File: config.mk
export PLATFORM = sky130hd
export DESIGN_NAME = inst_fetch_master
export DESIGN_NICKNAME = d
export VERILOG_FILES = /design/src/rtl/inst_fetch_master.sv
export SDC_FILE = /design/constraint.sdc
export NUM_CORES = 1
export LEC_CHECK = 0
export CORE_MARGIN = 1.5
export CORE_UTILIZATION = 38
export CTS_CLUSTER_SIZE = 24
export DETAILED_ROUTE_END_ITERATION = 10
export PLACE_DENSITY_LB_ADDON = 0.1
export SLEW_MARGIN = 10
export SYNTH_ARGS = -nofsm -noshare
export SYNTH_HDL_FRONTEND = slang
export SYNTH_SLANG_ARGS = --single-unit
File: constraint.sdc
create_clock -name clk -period 2.8 [get_ports clk]
set_input_delay 0.56 -clock clk [delete_from_list [all_inputs] [get_ports clk]]
set_output_delay 0.56 -clock clk [all_outputs]
set_load 0.02 [all_outputs]
File: src/rtl/inst_fetch_master.sv
// Instruction-fetch bus initiator: one fetch at a time over ce/addr/inst/ack, with flush,
// misaligned-address and bus-timeout handling. Optional one-entry last-hit tag: IF_LASTHIT_EN.
module inst_fetch_master #(
  parameter int ADDR_W         = 32,
  parameter int DATA_W         = 32,
  parameter int TIMEOUT_CYCLES = 16,
  parameter int CNT_W          = 5
) (
  input  logic              clk,
  input  logic              rst,
  input  logic              cpu_req_i,
  input  logic [ADDR_W-1:0] cpu_addr_i,
  output logic              cpu_ready_o,
  input  logic              flush_i,
  output logic [DATA_W-1:0] cpu_inst_o,
  output logic              cpu_valid_o,
  output logic              cpu_err_o,
  output logic              stall_req_o,
  output logic              bus_ce_o,
  output logic [ADDR_W-1:0] bus_addr_o,
  input  logic [DATA_W-1:0] bus_inst_i,
  input  logic              bus_ack_i
);

  typedef enum logic [1:0] {
    S_IDLE = 2'd0,
    S_WAIT = 2'd1,
    S_ERR  = 2'd2
  } state_t;

  localparam logic [CNT_W-1:0] LP_TO_LAST =
    CNT_W'(TIMEOUT_CYCLES == 0 ? 0 : TIMEOUT_CYCLES - 1);

  state_t            r_state, w_state_nxt;
  logic              r_ce, w_ce_nxt;
  logic              r_valid, w_valid_nxt;
  logic              r_err, w_err_nxt;
  logic [ADDR_W-1:0] r_addr, w_addr_nxt;
  logic [DATA_W-1:0] r_inst, w_inst_nxt;
  logic [CNT_W-1:0]  r_cnt, w_cnt_nxt;

  logic              w_accept;
  logic              w_aligned;
  logic              w_timeout;
  logic              w_hit;
  logic [DATA_W-1:0] w_hit_inst;

  assign cpu_ready_o = !flush_i && ((r_state == S_IDLE) || ((r_state == S_WAIT) && bus_ack_i));
  assign w_accept    = cpu_req_i && cpu_ready_o;
  assign w_aligned   = (cpu_addr_i[1:0] == 2'b00);
  assign w_timeout   = (TIMEOUT_CYCLES != 0) && (r_cnt == LP_TO_LAST);

  assign cpu_inst_o  = r_inst;
  assign cpu_valid_o = r_valid;
  assign cpu_err_o   = r_err;
  assign bus_ce_o    = r_ce;
  assign bus_addr_o  = r_addr;
  assign stall_req_o = (r_state == S_WAIT);

`ifdef IF_LASTHIT_EN
  logic [ADDR_W-1:0] r_tag_addr;
  logic [DATA_W-1:0] r_tag_inst;
  logic              r_tag_vld;
  logic              w_fill;
  logic              w_tag_clr;

  assign w_fill     = (r_state == S_WAIT) && !flush_i && bus_ack_i;
  assign w_tag_clr  = (r_state == S_WAIT) && !flush_i && !bus_ack_i && w_timeout;
  assign w_hit      = r_tag_vld && (r_tag_addr == cpu_addr_i);
  assign w_hit_inst = r_tag_inst;

  always_ff @(posedge clk) begin
    if (rst) begin
      r_tag_addr <= '0;
      r_tag_inst <= '0;
      r_tag_vld  <= 1'b0;
    end else if (w_tag_clr) begin
      r_tag_vld  <= 1'b0;
    end else if (w_fill) begin
      r_tag_addr <= r_addr;
      r_tag_inst <= bus_inst_i;
      r_tag_vld  <= 1'b1;
    end
  end
`else
  assign w_hit      = 1'b0;
  assign w_hit_inst = '0;
`endif

  always_comb begin
    w_state_nxt = r_state;
    w_ce_nxt    = r_ce;
    w_valid_nxt = 1'b0;
    w_err_nxt   = 1'b0;
    w_addr_nxt  = r_addr;
    w_inst_nxt  = r_inst;
    w_cnt_nxt   = r_cnt;
    case (r_state)
      S_IDLE: begin
        if (w_accept) begin
          if (!w_aligned) begin
            w_state_nxt = S_ERR;
          end else if (w_hit) begin
            w_inst_nxt  = w_hit_inst;
            w_valid_nxt = 1'b1;
          end else begin
            w_addr_nxt  = cpu_addr_i;
            w_ce_nxt    = 1'b1;
            w_cnt_nxt   = '0;
            w_state_nxt = S_WAIT;
          end
        end
      end
      S_WAIT: begin
        if (flush_i) begin
          w_ce_nxt    = 1'b0;
          w_state_nxt = S_IDLE;
        end else if (bus_ack_i) begin
          w_inst_nxt  = bus_inst_i;
          w_valid_nxt = 1'b1;
          // A reload in the ack cycle always goes to the bus: a tag hit here would need a
          // second valid pulse in the same cycle as the one being returned.
          if (w_accept && w_aligned) begin
            w_addr_nxt = cpu_addr_i;
            w_cnt_nxt  = '0;
          end else if (w_accept) begin
            w_ce_nxt    = 1'b0;
            w_state_nxt = S_ERR;
          end else begin
            w_ce_nxt    = 1'b0;
            w_state_nxt = S_IDLE;
          end
        end else if (w_timeout) begin
          w_ce_nxt    = 1'b0;
          w_inst_nxt  = '0;
          w_valid_nxt = 1'b1;
          w_err_nxt   = 1'b1;
          w_state_nxt = S_IDLE;
        end else if (r_cnt != '1) begin
          w_cnt_nxt = r_cnt + CNT_W'(1);
        end
      end
      S_ERR: begin
        w_ce_nxt    = 1'b0;
        w_state_nxt = S_IDLE;
        if (!flush_i) begin
          w_inst_nxt  = '0;
          w_valid_nxt = 1'b1;
          w_err_nxt   = 1'b1;
        end
      end
      default: begin
        w_ce_nxt    = 1'b0;
        w_state_nxt = S_IDLE;
      end
    endcase
  end

  always_ff @(posedge clk) begin
    if (rst) begin
      r_state <= S_IDLE;
      r_ce    <= 1'b0;
      r_valid <= 1'b0;
      r_err   <= 1'b0;
      r_addr  <= '0;
      r_inst  <= '0;
      r_cnt   <= '0;
    end else begin
      r_state <= w_state_nxt;
      r_ce    <= w_ce_nxt;
      r_valid <= w_valid_nxt;
      r_err   <= w_err_nxt;
      r_addr  <= w_addr_nxt;
      r_inst  <= w_inst_nxt;
      r_cnt   <= w_cnt_nxt;
    end
  end

endmodule

==> flow_summary.toml <==
[outcome]
status = "finished, final reports clean"

[clock_tree]
cts-root-buf = "clkbuf_8"
post-cts-setup-buffers = 0
numCtsBuffers = 9
clockBufferDepth = 2
path_clk_slew_ns = 0.07
cts.sinks = 74
h-tree-depth = 3
ctsHoldBuffers = 0
cts_resized = 0
cts_tree = "yes"
clk_latency_ns = 0.34

[setup_path]
arrival_ns = 1.96
reg2reg_depth = 7
worst-path-max-fanout = 11
worstSetupStartpointType = "register"
r2r-end = "r_cnt[2]"
cp-end-kind = "output port"
r2r_start = "r_cnt[0]"
r2r_slack_ns = 0.47
worstPathRequired_ns = 2.24
worstSetupPathType = "register to output port"

[pwr]
combPwrFrac = 0.184
p_int_uw = 1820
swShare = 0.249
p_clk_frac = 0.359
p_seq_frac = 0.457
leakagePower_uw = 0.00181
irDropWorstVdd_uv = 267
cellPowerDensity_nw_per_um2 = 506
p_total_uw = 2420
p_sw_uw = 603

[sta]
rsz0062_at_grt = "no"
tightest_slew_ns = 0.637
maxSlewViolCount = 0
finClkSkew_ns = 0.00881
setup_ws_ns = 0.283
slew_headroom = 0.575
fin_tns_setup_ns = 0
max_freq_ghz = 0.397
period_needed_ns = 2.52
setup_viol = 0
hold_viol = 0
timing.final.crit_share = 0.899

[routing]
drt_iter0_drc = 105
post_drt_wl_per_cell_um = 13.1
route.detailed.drc = 0
dr.pass1.iters = 4
vias = 2765
routed_wirelength_mm = 7.73
antenna_left = 0
viasPerCell = 4.68

[placement]
place_ws_ns = 0.272
post-dp-hpwl_mm = 5.30
io_buffers = 137
gp_congestion = 0.833

[grt]
grt_use_met3 = 0.0650
grt_use_met1 = 0.216
first_global_vias = 2759
grtUsageMet2 = 0.299
gr-usage-all-layers = 0.183
grt-busiest-layer = "met2"
grt_pass1_wl_mm = 12.7
grt_max_degree = 40
antenna_found_initial = 0
overflow = 0

[logic_synthesis]
ys.warnings.count = 0
synthCells = 355
netlist_area_um2 = 3110
synth-seq-cells = 74
synth-edff-count = 0
synth_flop_cell = "dfxtp_1"
async_reset_ff_frac = 0
ys_seq_area_frac = 0.477
avgSynthCellArea_um2 = 8.75
synth_nets = 430
ys_types = 33

[floorplan]
rows = 32
die_y_um = 93.4
fp.coreArea_um2 = 7810
io_pins = 138
initial_core_util = 0.398
dieArea_um2 = 8730
die_x_um = 93.4

[finish]
layout-drive-gt1-share = 0.0593
final_common_cell = "clkdlybuf4s50_1"
layout_common_cells = "clkdlybuf4s50_1, nand2_1, dfxtp_1"
area_delta_synth_final_pct = 54.1
antenna_cells = 0
nets = 560

[min_path]
hold_class = "register to register"
hold_path_end = "bus_addr_o[28]"
min_from = "bus_addr_o[28]"
hold-path-cell-count = 2

[flow_run]
max_cap_viol_count = 0
-- stage by stage --
stage	utilization	cells	area, µm²	hold WS (ns)
6_report	0.613	591	4790	0.453
5_1_grt	0.613	591	4790	0.473
3_5_place_dp	0.587	576	4580	0.447
4_1_cts	0.613	591	4790	0.457
3_3_place_gp	0.587	576	4580	0.440
2_1_floorplan	-	355	3110	0.433
-- how the worst max path moves through the flow --
stage | startpoint | cells past startpoint | slack, ns | end
6_report | r_state[1] | 5 | 0.28 | cpu_ready_o
3_5_place_dp | flush_i | 5 | 0.27 | r_cnt[3]
5_1_grt | r_state[1] | 5 | 0.15 | cpu_ready_o
2_1_floorplan | r_cnt[0] | 7 | 0.66 | r_cnt[3]
3_3_place_gp | flush_i | 5 | 0.31 | r_cnt[3]
4_1_cts | r_state[1] | 5 | 0.25 | cpu_ready_o
-- power groups by stage --
stage	Sequential [µW]	Clock [µW]	Combinational [µW]
2_1_floorplan	1170	0	186
3_3_place_gp	1130	0	449
3_5_place_dp	1130	0	449
4_1_cts	1110	904	451
5_1_grt	1110	941	482
6_report	1110	870	446
-- cell type report --
| cell class | instances | area [µm²] |
|---|---|---|
| tap | 102 | 128 |
| fill | 717 | 3020 |
| timing repair buffer | 143 | 1440 |
| sequential | 74 | 1480 |
| clock inverter | 6 | 82.6 |
| inverter | 6 | 22.5 |
| clock buffer | 9 | 124 |
| multi-input combinational | 251 | 1510 |
-- cells by family (layout without fill, tap and decap cells) --
family	after synthesis	in the layout	synth area share
buffers and inverters	30	164	0.0415
AOI/OAI and AO/OA	50	50	0.0954
muxes	34	34	0.110
adders and majority gates	6	6	0.0242
and+or+nand+nor	161	161	0.252
DFF	74	74	0.477
-- metal layers --
layer	vias to the layer above	routed length, µm
met5	-	0
met4	0	111
met3	10	703
met2	93	3560
met1	1230	3350
li1	1432	-
-- sequential cells by signal, indices dropped and copies added (netlist names) --
register / cells
bus_addr_o: 32
cpu_valid_o: 1
bus_ce_o: 1
r_cnt: 5
cpu_inst_o: 32
r_state: 2
cpu_err_o: 1
-- worst max-delay path, stage by stage, from the launching register on --
cell and delay [ns]:
dfxtp_1 0.31, inv_1 0.09, ha_1 0.39, a21oi_1 0.12
nor2_1 0.10, clkdlybuf4s50_1 0.61
-- cell usage after synthesis, drive strengths merged (2+ instances only) --
master / count / area [µm²]
a21oi: 34 / 170
a31oi: 4 / 25.0
buf: 9 / 50.0
clkbuf: 15 / 56.3
dfxtp: 74 / 1480
ha: 6 / 75.1
inv: 6 / 22.5
mux2i: 33 / 330
nand2: 97 / 364
nand2b: 36 / 225
nand3: 2 / 10.0
nor2: 6 / 22.5
nor2b: 3 / 18.8
nor3: 3 / 15.0
nor3b: 4 / 30.0
nor4b: 4 / 41.3
o21a: 2 / 15.0
o21ai: 5 / 25.0
or4b: 2 / 27.5
No activity file was read; power rests on OpenSTA's default activity.
